### src/rtl/axis_hdr_insert_pipe_if.sv
// Stream, header and status signals of the header inserter, grouped so the
// block drops in with its original signal names behind a single port.
interface axis_hdr_insert_pipe_if #(
    parameter int unsigned DATA_WD      = 32,
    parameter int unsigned DATA_BYTE_WD = DATA_WD / 8,
    parameter int unsigned CNT_WD       = 16
);
    logic                    valid_in;
    logic [DATA_WD-1:0]      data_in;
    logic [DATA_BYTE_WD-1:0] keep_in;
    logic                    last_in;
    logic                    ready_in;

    logic                    valid_out;
    logic [DATA_WD-1:0]      data_out;
    logic [DATA_BYTE_WD-1:0] keep_out;
    logic                    last_out;
    logic                    ready_out;

    logic                    valid_insert;
    logic [DATA_WD-1:0]      header_insert;
    logic [DATA_BYTE_WD-1:0] keep_insert;
    logic                    ready_insert;

    logic [CNT_WD-1:0]       pkt_cnt;

    modport slave (
        input  valid_in, data_in, keep_in, last_in,
        output ready_in,
        output valid_out, data_out, keep_out, last_out,
        input  ready_out,
        input  valid_insert, header_insert, keep_insert,
        output ready_insert,
        output pkt_cnt
    );

    modport master (
        output valid_in, data_in, keep_in, last_in,
        input  ready_in,
        input  valid_out, data_out, keep_out, last_out,
        output ready_out,
        output valid_insert, header_insert, keep_insert,
        input  ready_insert,
        input  pkt_cnt
    );
endinterface

### src/rtl/axis_hdr_insert_pipe.sv
// Prepends a 0..N byte header to each AXI-Stream packet, re-aligning payload
// bytes behind it, through a registered output slice with full backpressure.
module axis_hdr_insert_pipe #(
    parameter int unsigned DATA_WD      = 32,
    parameter int unsigned DATA_BYTE_WD = DATA_WD / 8,
    parameter int unsigned CNT_WD       = 16
) (
    input  logic                  clk,
    input  logic                  rst_n,
    axis_hdr_insert_pipe_if.slave bus
);
    localparam int unsigned CW     = $clog2(DATA_BYTE_WD + 1);
    localparam logic [CW:0] NBYTES = (CW + 1)'(DATA_BYTE_WD);

    typedef enum logic [1:0] {IDLE, STREAM, TAIL} state_t;

    function automatic logic [CW:0] popcnt(input logic [DATA_BYTE_WD-1:0] v);
        logic [CW:0] c;
        c = '0;
        for (int unsigned i = 0; i < DATA_BYTE_WD; i++) begin
            c = c + {{CW{1'b0}}, v[i]};
        end
        return c;
    endfunction

    function automatic logic [DATA_BYTE_WD-1:0] msb_ones(input logic [CW:0] n);
        return ~({DATA_BYTE_WD{1'b1}} >> n);
    endfunction

    function automatic logic [DATA_WD-1:0] byte_mask(input logic [DATA_BYTE_WD-1:0] k);
        logic [DATA_WD-1:0] m;
        m = '0;
        for (int unsigned i = 0; i < DATA_BYTE_WD; i++) begin
            m[8*i +: 8] = {8{k[i]}};
        end
        return m;
    endfunction

    state_t                  state_q, state_d;
    logic [DATA_WD-1:0]      res_q, res_d;
    logic [CW:0]             r_q, r_d;
    logic                    valid_out_q, valid_out_d;
    logic [DATA_WD-1:0]      data_out_q, data_out_d;
    logic [DATA_BYTE_WD-1:0] keep_out_q, keep_out_d;
    logic                    last_out_q, last_out_d;
    logic [CNT_WD-1:0]       pkt_cnt_q, pkt_cnt_d;

    logic                    load;
    logic                    rdy_in;
    logic                    rdy_ins;
    logic [CW:0]             h_cnt;
    logic [CW:0]             k_cnt;
    logic [CW:0]             sum;
    logic [DATA_WD-1:0]      din_m;
    logic [2*DATA_WD-1:0]    cat;

    always_comb begin
        state_d     = state_q;
        res_d       = res_q;
        r_d         = r_q;
        valid_out_d = valid_out_q;
        data_out_d  = data_out_q;
        keep_out_d  = keep_out_q;
        last_out_d  = last_out_q;
        pkt_cnt_d   = pkt_cnt_q;
        rdy_in      = 1'b0;
        rdy_ins     = 1'b0;

        load  = !valid_out_q || bus.ready_out;
        h_cnt = popcnt(bus.keep_insert);
        k_cnt = popcnt(bus.keep_in);
        sum   = r_q + k_cnt;
        din_m = bus.data_in & byte_mask(bus.keep_in);
        // Upper word is the output beat, lower word the bytes carried to the next beat.
        cat   = {res_q, {DATA_WD{1'b0}}}
              | ({{DATA_WD{1'b0}}, din_m} << (8 * (NBYTES - r_q)));

        if (load) valid_out_d = 1'b0;
        if (valid_out_q && bus.ready_out && last_out_q) begin
            pkt_cnt_d = pkt_cnt_q + {{(CNT_WD-1){1'b0}}, 1'b1};
        end

        unique case (state_q)
            IDLE: begin
                rdy_ins = 1'b1;
                if (bus.valid_insert) begin
                    res_d   = bus.header_insert << (8 * (NBYTES - h_cnt));
                    r_d     = h_cnt;
                    state_d = STREAM;
                end
            end
            STREAM: begin
                rdy_in = load;
                if (bus.valid_in && load) begin
                    valid_out_d = 1'b1;
                    data_out_d  = cat[2*DATA_WD-1 -: DATA_WD];
                    res_d       = cat[DATA_WD-1:0];
                    if (!bus.last_in) begin
                        keep_out_d = '1;
                        last_out_d = 1'b0;
                    end else if (sum <= NBYTES) begin
                        keep_out_d = msb_ones(sum);
                        last_out_d = 1'b1;
                        res_d      = '0;
                        r_d        = '0;
                        state_d    = IDLE;
                    end else begin
                        keep_out_d = '1;
                        last_out_d = 1'b0;
                        r_d        = sum - NBYTES;
                        state_d    = TAIL;
                    end
                end
            end
            TAIL: begin
                if (load) begin
                    valid_out_d = 1'b1;
                    data_out_d  = res_q;
                    keep_out_d  = msb_ones(r_q);
                    last_out_d  = 1'b1;
                    res_d       = '0;
                    r_d         = '0;
                    state_d     = IDLE;
                end
            end
            default: state_d = IDLE;
        endcase
    end

    always_ff @(posedge clk or negedge rst_n) begin
        if (!rst_n) begin
            state_q     <= IDLE;
            res_q       <= '0;
            r_q         <= '0;
            valid_out_q <= 1'b0;
            data_out_q  <= '0;
            keep_out_q  <= '0;
            last_out_q  <= 1'b0;
            pkt_cnt_q   <= '0;
        end else begin
            state_q     <= state_d;
            res_q       <= res_d;
            r_q         <= r_d;
            valid_out_q <= valid_out_d;
            data_out_q  <= data_out_d;
            keep_out_q  <= keep_out_d;
            last_out_q  <= last_out_d;
            pkt_cnt_q   <= pkt_cnt_d;
        end
    end

    assign bus.ready_in     = rdy_in;
    assign bus.ready_insert = rdy_ins;
    assign bus.valid_out    = valid_out_q;
    assign bus.data_out     = data_out_q;
    assign bus.keep_out     = keep_out_q;
    assign bus.last_out     = last_out_q;
    assign bus.pkt_cnt      = pkt_cnt_q;
endmodule
### src/flat_wrapper.sv
// flat-port wrapper written by rule: the top's interface ports become plain ports
module axis_hdr_insert_pipe_flat 
#(
    parameter int unsigned DATA_WD      = 32,
    parameter int unsigned DATA_BYTE_WD = DATA_WD / 8,
    parameter int unsigned CNT_WD       = 16
)
  (clk, rst_n, bus_valid_in, bus_data_in, bus_keep_in, bus_last_in, bus_ready_in, bus_valid_out, bus_data_out, bus_keep_out, bus_last_out, bus_ready_out, bus_valid_insert, bus_header_insert, bus_keep_insert, bus_ready_insert, bus_pkt_cnt);
  axis_hdr_insert_pipe_if #(.DATA_WD(DATA_WD), .DATA_BYTE_WD(DATA_BYTE_WD), .CNT_WD(CNT_WD)) bus_i ();
  input  logic clk;
  input  logic rst_n;
  input wire logic [$bits(bus_i.valid_in)-1:0] bus_valid_in;
  input wire logic [$bits(bus_i.data_in)-1:0] bus_data_in;
  input wire logic [$bits(bus_i.keep_in)-1:0] bus_keep_in;
  input wire logic [$bits(bus_i.last_in)-1:0] bus_last_in;
  output wire logic [$bits(bus_i.ready_in)-1:0] bus_ready_in;
  output wire logic [$bits(bus_i.valid_out)-1:0] bus_valid_out;
  output wire logic [$bits(bus_i.data_out)-1:0] bus_data_out;
  output wire logic [$bits(bus_i.keep_out)-1:0] bus_keep_out;
  output wire logic [$bits(bus_i.last_out)-1:0] bus_last_out;
  input wire logic [$bits(bus_i.ready_out)-1:0] bus_ready_out;
  input wire logic [$bits(bus_i.valid_insert)-1:0] bus_valid_insert;
  input wire logic [$bits(bus_i.header_insert)-1:0] bus_header_insert;
  input wire logic [$bits(bus_i.keep_insert)-1:0] bus_keep_insert;
  output wire logic [$bits(bus_i.ready_insert)-1:0] bus_ready_insert;
  output wire logic [$bits(bus_i.pkt_cnt)-1:0] bus_pkt_cnt;
  assign bus_i.valid_in = bus_valid_in;
  assign bus_i.data_in = bus_data_in;
  assign bus_i.keep_in = bus_keep_in;
  assign bus_i.last_in = bus_last_in;
  assign bus_ready_in = bus_i.ready_in;
  assign bus_valid_out = bus_i.valid_out;
  assign bus_data_out = bus_i.data_out;
  assign bus_keep_out = bus_i.keep_out;
  assign bus_last_out = bus_i.last_out;
  assign bus_i.ready_out = bus_ready_out;
  assign bus_i.valid_insert = bus_valid_insert;
  assign bus_i.header_insert = bus_header_insert;
  assign bus_i.keep_insert = bus_keep_insert;
  assign bus_ready_insert = bus_i.ready_insert;
  assign bus_pkt_cnt = bus_i.pkt_cnt;
  axis_hdr_insert_pipe #(.DATA_WD(DATA_WD), .DATA_BYTE_WD(DATA_BYTE_WD), .CNT_WD(CNT_WD)) u_core (.clk(clk), .rst_n(rst_n), .bus(bus_i));
endmodule
### config.mk
export PLATFORM = sky130hd
export DESIGN_NAME = axis_hdr_insert_pipe_flat
export DESIGN_NICKNAME = d
export VERILOG_FILES = /design/src/rtl/axis_hdr_insert_pipe_if.sv /design/src/rtl/axis_hdr_insert_pipe.sv /design/src/flat_wrapper.sv
export SDC_FILE = /design/constraint.sdc
export NUM_CORES = 1
export LEC_CHECK = 0
export ABC_AREA = 0
export CAP_MARGIN = 20
export CORE_AREA = 2 2 121 123
export DETAILED_ROUTE_END_ITERATION = 8
export DIE_AREA = 0 0 123 125
export GPL_TIMING_DRIVEN = 0
export PLACE_DENSITY = 0.71
export SYNTH_ARGS = -nofsm -noshare
export SYNTH_HDL_FRONTEND = slang
export SYNTH_SLANG_ARGS = --single-unit
export TNS_END_PERCENT = 5
### constraint.sdc
create_clock -name clk -period 11.24 [get_ports clk]
set_input_delay 2.248 -clock clk [delete_from_list [all_inputs] [get_ports clk]]
set_output_delay 2.248 -clock clk [all_outputs]
set_load 0.05 [all_outputs]
==> out/summary.txt, run 1 <==
STATUS
-------------------------------------------------------------------------------------
Result of the run                                                           completed

ROUTING
-------------------------------------------------------------------------------------
Count of unresolved DRC violations after routing                                    0
Average routed wire per standard cell                                         19.9 µm
Pre-Repair DR Iteration Count                                                       5
Vias per cell                                                                    5.80
Routed vias                                                                      6120
Total length of routed wires                                                 21000 µm
Violation count after the first detailed-route iteration                          627
Final ANT Viol Nets                                                                 0

YOSYS
-------------------------------------------------------------------------------------
Portion of synthesized cell area occupied by the leading cell type              0.368
Predominant post-synthesis flop cell                                     sky130_fd_sc_hd__dfrtp_1
Top cells by area in the synthesized netlist                             sky130_fd_sc_hd__dfrtp_1 37%, sky130_fd_sc_hd__nor2_1 6.4%, sky130_fd_sc_hd__a21oi_1 5.3%
Most used standard cells in the synthesized netlist                      106 x sky130_fd_sc_hd__nor2_1, 92 x sky130_fd_sc_hd__dfrtp_1, 66 x sky130_fd_sc_hd__a21oi_1
Share of synthesized flip-flops with an asynchronous set or reset                1.00
Most frequent cell after synthesis                                       sky130_fd_sc_hd__nor2_1
Synthesis Warnings                                                                  0
Cell area after synthesis                                                    6250 µm²
Post-synthesis sequential area ratio                                            0.368
Flip-flop and latch count after synthesis                                          92
Number of flops mapped to enable cells by yosys                                     0
Area leader, netlist                                                     sky130_fd_sc_hd__dfrtp_1
Gate Count Post-Synth                                                             721
Post-synthesis area per instance                                             8.67 µm²
Syn nets                                                                          819
Count of different cell masters after synthesis                                    67

CLOCK NETWORK
-------------------------------------------------------------------------------------
Clock-pin slew of the registers on the worst-case setup and hold paths        0.07 ns
Clock tree root driver cell                                              sky130_fd_sc_hd__clkbuf_16
Clk sinks                                                                          92
Number of instances resized during post-cts repair                                  0
CTS tree                                                                        built
H-tree levels                                                                       3
Number of buffers created by CTS                                                    9
Clk buf depth                                                                       2
Clock latency reported for the late side of the worst-skew pair               0.35 ns
Post-CTS setup repair buffer count                                                  0
Quantity of hold-fixing buffers added after cts                                     0

CELLS AND AREA
-------------------------------------------------------------------------------------
Post-layout net count                                                             964
Synthesis-to-finish area growth                                                 30.6%
Fill cells                                                                       1320
Ratio of cells with drive above 1 in the final layout                           0.103
Total inserted antenna cells                                                        0
Final cell area excluding filler cells                                       8170 µm²

TIMING
-------------------------------------------------------------------------------------
Number of max-slew violations in the final report                                   0
Clock tree skew after final layout                                          0.0112 ns
Final Hold Vio Count                                                                0
Setup violators final                                                               0
Transition time at the pin with the least slew margin                        0.981 ns
Max Fclk                                                                      159 MHz
Final clock period utilization by the worst path                                0.559
Worst slack on hold paths                                                    0.478 ns
Setup tns final                                                                  0 ns
RSZ-0062 raised after global routing                                               no
Worst relative slew slack                                                       0.345
Final setup margin                                                            4.96 ns
Final critical delay including setup and external delays                      6.28 ns

GRT
-------------------------------------------------------------------------------------
Final global-route overflow total                                                   0
Vias in the first global route                                                   5742
Largest net degree at the start of global routing                                  66
Global-route wire length before repair                                       32800 µm
Global Route Usage Sum                                                          0.280
Number of antenna violations at the first check in global routing                   0

PLACED DESIGN
-------------------------------------------------------------------------------------
Pre-CTS setup slack                                                           4.64 ns
Number of port buffers                                                            133
Gpl congestion                                                                  0.935
DPL Wire Length                                                              16600 µm
Post-DP Area                                                                 7840 µm²

SETUP PATH
-------------------------------------------------------------------------------------
Worst-path maximum fanout                                                          10
Element type at the critical path end                                            flop
Kind of critical path                                                          in2reg
Biggest cell delay along the critical path                                    0.55 ns
Most frequent cell on the critical path                                  sky130_fd_sc_hd__inv_1
Worst-path cell chain                                                    clkdlybuf4s50_1 > clkbuf_1 > inv_1 > fa_1 > inv_1 > ha_1 > fa_1 > xnor2_1 > inv_1 > ha_1 > nor3b_1 > mux2i_1 > a32oi_4 > buf_6 > o21ai_1 > a21oi_1
CP arrival                                                                    6.56 ns
Type of element launching the critical path                              primary input
Slowest cell on the critical path                                        sky130_fd_sc_hd__fa_1
Required time of the critical path                                           11.52 ns

PWR
-------------------------------------------------------------------------------------
Leakage dissipation                                                           3.25 nW
Max rail drop VDD                                                            0.128 mV
Pwr/cell area                                                              317 nW/µm²

FLOORPLANNING
-------------------------------------------------------------------------------------
I/O pin cnt                                                                       134
Area enclosed by the die boundary                                           15400 µm²
Overall die height                                                             125 µm
Effective utilization at floorplan                                              0.440
Die W                                                                          123 µm
Floorplan row count                                                                44
Core Region                                                                 14200 µm²

RUN
-------------------------------------------------------------------------------------
Total of max-cap violations                                                         0

WORST HOLD PATH
-------------------------------------------------------------------------------------
Min-Delay Path Class                                                          reg2reg

==> layer usage <==
metal	vias to the layer above	global-route usage	share of wire
li1	2926	-	-
met1	2883	0.425	0.46
met2	282	0.415	0.44
met3	29	0.0443	0.088
met4	0	0.0749	0.017
met5	-	0	0
==> cell families (layout without fill, tap and decap cells) <==
kind of cell    after synthesis  in the layout  share of synthesized area
compound gates              223            223                      0.238
buf+inv                      68            218                     0.0500
mux                          25             25                     0.0590
fa+ha+maj                    20             20                     0.0436
xor+xnor                     18             18                     0.0252
flops                        92             92                      0.368
simple gates                275            275                      0.216
==> final timing paths <==
path	from	to	slack [ns]	depth (start not counted)
max in group asynchronous	rst_n	u_core.bus.data_out[22]	8.76	2
min	u_core.bus.data_out[10]	u_core.bus.data_out[10]	0.48	2
min reg2reg	u_core.bus.data_out[10]	u_core.bus.data_out[10]	0.48	2
max reg2reg	u_core.r_q[0]	u_core.res_q[22]	6.83	16
min in group asynchronous	rst_n	u_core.bus.last_out	1.82	1
max	bus_keep_in[2]	u_core.res_q[22]	4.96	16
==> critical path: cells and delay by family <==
family,cells,cell delay [ns]
xor+xnor,1,0.41
simple gates,1,0.20
fa+ha+maj,4,1.42
compound gates,3,0.66
buf+inv,6,1.40
mux,1,0.21
==> power breakdown <==
part / leakage (nW) / switching (mW) / internal, mW
clock: 0.161 / 0.134 / 0.202
sequential: 1.13 / 0.104 / 0.476
combinational: 1.96 / 1.10 / 0.575
total: 3.25 / 1.33 / 1.25
==> placed cells by master, fill, tap and decap left out, types with 3 or more instances in the layout <==
cell and count:
sky130_fd_sc_hd__a221oi_2 6, sky130_fd_sc_hd__xnor2_1 16, sky130_fd_sc_hd__a21o_1 3, sky130_fd_sc_hd__and4_1 3
sky130_fd_sc_hd__clkbuf_1 24, sky130_fd_sc_hd__nor3_1 5, sky130_fd_sc_hd__a31oi_2 4, sky130_fd_sc_hd__nor2_1 106
sky130_fd_sc_hd__nor4_2 3, sky130_fd_sc_hd__nor2b_1 10, sky130_fd_sc_hd__fa_1 3, sky130_fd_sc_hd__clkdlybuf4s50_1 132
sky130_fd_sc_hd__clkbuf_16 9, sky130_fd_sc_hd__nand4_1 20, sky130_fd_sc_hd__buf_4 3, sky130_fd_sc_hd__a22oi_1 16
sky130_fd_sc_hd__nand3_1 22, sky130_fd_sc_hd__o22ai_1 8, sky130_fd_sc_hd__o2bb2ai_1 3, sky130_fd_sc_hd__and2_1 6
sky130_fd_sc_hd__buf_2 16, sky130_fd_sc_hd__o21ai_0 39, sky130_fd_sc_hd__ha_1 17, sky130_fd_sc_hd__o21ai_2 4
sky130_fd_sc_hd__nor3b_1 5, sky130_fd_sc_hd__mux2_2 15, sky130_fd_sc_hd__a21oi_1 66, sky130_fd_sc_hd__a2bb2oi_1 7
sky130_fd_sc_hd__and3_1 8, sky130_fd_sc_hd__nand2b_1 12, sky130_fd_sc_hd__inv_1 18, sky130_fd_sc_hd__mux4_2 8
sky130_fd_sc_hd__nand2_1 58, sky130_fd_sc_hd__a31oi_1 11, sky130_fd_sc_hd__o21ai_1 20, sky130_fd_sc_hd__dfrtp_1 92
sky130_fd_sc_hd__or3_1 3, sky130_fd_sc_hd__a221oi_1 16, sky130_fd_sc_hd__buf_6 4, sky130_fd_sc_hd__buf_1 5
==> through the flow <==
step	utilization	power [mW]	cells
detailed placement	0.552	2.23	1039
floorplan	-	1.70	721
finish	0.575	2.59	1055
CTS	0.575	2.57	1055
global placement	0.550	2.22	1038
global route	0.575	2.75	1055
==> state kept, by name, indices dropped and copies added, names as in the netlist <==
name and cells:
u_core.bus.keep_out 4, u_core.r_q 4, u_core.res_q 32, u_core.bus.last_out 1
u_core.state_q 2, u_core.bus.valid_out 1, u_core.bus.data_out 32, u_core.bus.pkt_cnt 16
==> layout make-up <==
| cell class | instances | area (µm²) | share of cell area |
|---|---|---|---|
| plain buffers | 50 | 245 | 0.0300 |
| inverters | 18 | 67.6 | 0.00827 |
| well taps | 184 | 230 | 0.0282 |
| clock inverters | 5 | 82.6 | 0.0101 |
| flip-flops and latches | 92 | 2300 | 0.282 |
| multi-input cells | 561 | 3640 | 0.446 |
| clock buffers | 11 | 243 | 0.0297 |
| repair buffers | 134 | 1360 | 0.166 |
No activity file was read; power rests on OpenSTA's default activity.
==> run 2: changes to the inputs <==
- PLACE_DENSITY: 0.71 -> 0.74
- clock period: 11.24 -> 5.6 ns (I/O delays scaled with it)
==> run 2 against run 1 <==
Wire length increased by 1.8%. Clock-buffer cell count is the same. Critical endpoint is now u_core.res_q[27]. Die area unchanged. Clock skew decreased by 0.0028 ns. Design area down 0.44%. Non-clock buffer count is the same. Core utilization down 0.26 points. Via count up 1.4%. Worst setup slack worse by 4.5 ns. Critical path depth is the same. Clock power up 78%. Global-route usage rose by 0.43 points.
==> out/summary.txt, run 2 (synthesis results as in run 1) <==
STATUS
-------------------------------------------------------------------------------------
Result of the run                                                           completed

GRT
-------------------------------------------------------------------------------------
Final global-route overflow total                                                   0
Global-route wire length before repair                                       33400 µm
Global Route Usage Sum                                                          0.285
Vias in the first global route                                                   5867
Largest net degree at the start of global routing                                  50
Number of antenna violations at the first check in global routing                   0

ROUTING
-------------------------------------------------------------------------------------
Final ANT Viol Nets                                                                 0
Count of unresolved DRC violations after routing                                    0
Vias per cell                                                                    5.88
Routed vias                                                                      6205
Violation count after the first detailed-route iteration                          698
Average routed wire per standard cell                                         20.3 µm
Total length of routed wires                                                 21400 µm
Pre-Repair DR Iteration Count                                                       6

SETUP PATH
-------------------------------------------------------------------------------------
Kind of critical path                                                          in2reg
CP arrival                                                                    5.43 ns
Required time of the critical path                                            5.86 ns
R2R Path Start                                                           u_core.r_q[0]
Register-to-Register Path Depth                                                    16
Element type at the critical path end                                            flop
Register-to-register setup slack                                              1.19 ns
Worst setup path end                                                     u_core.res_q[27]
Type of element launching the critical path                              primary input
Setup crit start                                                         bus_keep_in[2]
Worst-path maximum fanout                                                          10
Worst reg2reg path endpoint                                              u_core.res_q[27]

TIMING
-------------------------------------------------------------------------------------
Final setup margin                                                           0.439 ns
Clock tree skew after final layout                                         0.00840 ns
Final clock period utilization by the worst path                                0.922
RSZ-0062 raised after global routing                                               no
Final Hold Vio Count                                                                0
Setup violators final                                                               0
Setup tns final                                                                  0 ns
Max Fclk                                                                      194 MHz
Final critical delay including setup and external delays                      5.16 ns
Number of max-slew violations in the final report                                   0
Transition time at the pin with the least slew margin                         1.03 ns
Worst relative slew slack                                                       0.311

PWR
-------------------------------------------------------------------------------------
Max rail drop VDD                                                            0.329 mV
Pwr/cell area                                                              630 nW/µm²
Leakage dissipation                                                           3.23 nW

PLACED DESIGN
-------------------------------------------------------------------------------------
Cell total after placement                                                       1039
Post-DP Area                                                                 7840 µm²
Gpl congestion                                                                  0.983
Pre-CTS setup slack                                                          0.175 ns
DPL Wire Length                                                              16800 µm
Number of port buffers                                                            133

CLOCK NETWORK
-------------------------------------------------------------------------------------
Number of buffers created by CTS                                                    9
Quantity of hold-fixing buffers added after cts                                     0
Clk buf depth                                                                       2
Clk sinks                                                                          92
H-tree levels                                                                       3
Clock tree root driver cell                                              sky130_fd_sc_hd__clkbuf_16
Post-CTS setup repair buffer count                                                  0
Clock latency reported for the late side of the worst-skew pair               0.35 ns
CTS tree                                                                        built
Number of instances resized during post-cts repair                                  0
Clock-pin slew of the registers on the worst-case setup and hold paths        0.06 ns

CELLS AND AREA
-------------------------------------------------------------------------------------
Final core utilization                                                          0.572
Synthesis-to-finish area growth                                                 30.0%
Post-layout net count                                                             964
Ratio of cells with drive above 1 in the final layout                           0.104
Commonest non-fill, non-tap cell in the layout                           sky130_fd_sc_hd__clkdlybuf4s50_1
Most frequent cells in the layout                                        132 x sky130_fd_sc_hd__clkdlybuf4s50_1, 106 x sky130_fd_sc_hd__nor2_1, 92 x sky130_fd_sc_hd__dfrtp_1
Total inserted antenna cells                                                        0
Post-layout instance count excluding filler cells                                1055
Final cell area excluding filler cells                                       8130 µm²

FLOORPLANNING
-------------------------------------------------------------------------------------
Floorplan row count                                                                44
Overall die height                                                             125 µm
I/O pin cnt                                                                       134
Die W                                                                          123 µm
Core Region                                                                 14200 µm²
Area enclosed by the die boundary                                           15400 µm²
Effective utilization at floorplan                                              0.440

RUN
-------------------------------------------------------------------------------------
Total of max-cap violations                                                         0

WORST HOLD PATH
-------------------------------------------------------------------------------------
Min-Delay Path Class                                                          reg2reg

## run 2: report_power, final
| part | internal, mW | switching (mW) | total, mW |
|---|---|---|---|
| clock network | 0.326 | 0.274 | 0.601 |
| registers | 0.954 | 0.183 | 1.14 |
| logic | 1.15 | 2.23 | 3.38 |
## run 2: per-layer routing
layer	GRT usage	wire length, µm	share of wire	up-vias
li1	-	-	-	2926
met1	0.419	9360	0.44	2943
met2	0.425	9590	0.45	313
met3	0.0661	2130	0.10	23
met4	0.0675	305	0.014	0
met5	0	0	0	-
## run 2: final cells by class
class / count / area [µm²]
Buffer: 50 / 245
Clock buffer: 11 / 253
Clock inverter: 5 / 36.3
Fill cell: 1326 / 6070
Inverter: 18 / 67.6
Multi-Input combinational cell: 561 / 3640
Sequential cell: 92 / 2300
Tap cell: 184 / 230
Timing Repair Buffer: 134 / 1360
## run 2: how the worst min path moves through the flow
| stage | start | to | slack, ns | cells past startpoint |
|---|---|---|---|---|
| 6_report | u_core.bus.pkt_cnt[15] | u_core.bus.pkt_cnt[15] | 0.47 | 1 |
| 3_5_place_dp | u_core.bus.pkt_cnt[15] | u_core.bus.pkt_cnt[15] | 0.47 | 1 |
| 5_1_grt | u_core.bus.pkt_cnt[15] | u_core.bus.pkt_cnt[15] | 0.50 | 1 |
| 2_1_floorplan | u_core.res_q[5] | u_core.res_q[5] | 0.46 | 2 |
| 4_1_cts | u_core.bus.pkt_cnt[15] | u_core.bus.pkt_cnt[15] | 0.48 | 1 |
| 3_3_place_gp | u_core.bus.pkt_cnt[15] | u_core.bus.pkt_cnt[15] | 0.46 | 1 |
## run 2: critical path, cell delays in order
cell and delay (ns):
sky130_fd_sc_hd__clkdlybuf4s50_1 0.54, sky130_fd_sc_hd__clkbuf_1 0.35, sky130_fd_sc_hd__inv_1 0.12, sky130_fd_sc_hd__fa_1 0.55, sky130_fd_sc_hd__inv_1 0.05, sky130_fd_sc_hd__ha_1 0.21
sky130_fd_sc_hd__fa_1 0.42, sky130_fd_sc_hd__xnor2_1 0.40, sky130_fd_sc_hd__inv_1 0.08, sky130_fd_sc_hd__ha_1 0.24, sky130_fd_sc_hd__nor3b_1 0.20, sky130_fd_sc_hd__mux2i_1 0.21
sky130_fd_sc_hd__a32oi_4 0.42, sky130_fd_sc_hd__buf_6 0.25, sky130_fd_sc_hd__o21ai_2 0.08, sky130_fd_sc_hd__a31oi_2 0.17
## run 2: stage by stage
| step | power [mW] | hold WS, ns |
|---|---|---|
| 6_report | 5.12 | 0.472 |
| 5_1_grt | 5.44 | 0.500 |
| 4_1_cts | 5.07 | 0.477 |
| 3_5_place_dp | 4.46 | 0.468 |
| 3_3_place_gp | 4.42 | 0.463 |
| 2_1_floorplan | 3.42 | 0.463 |
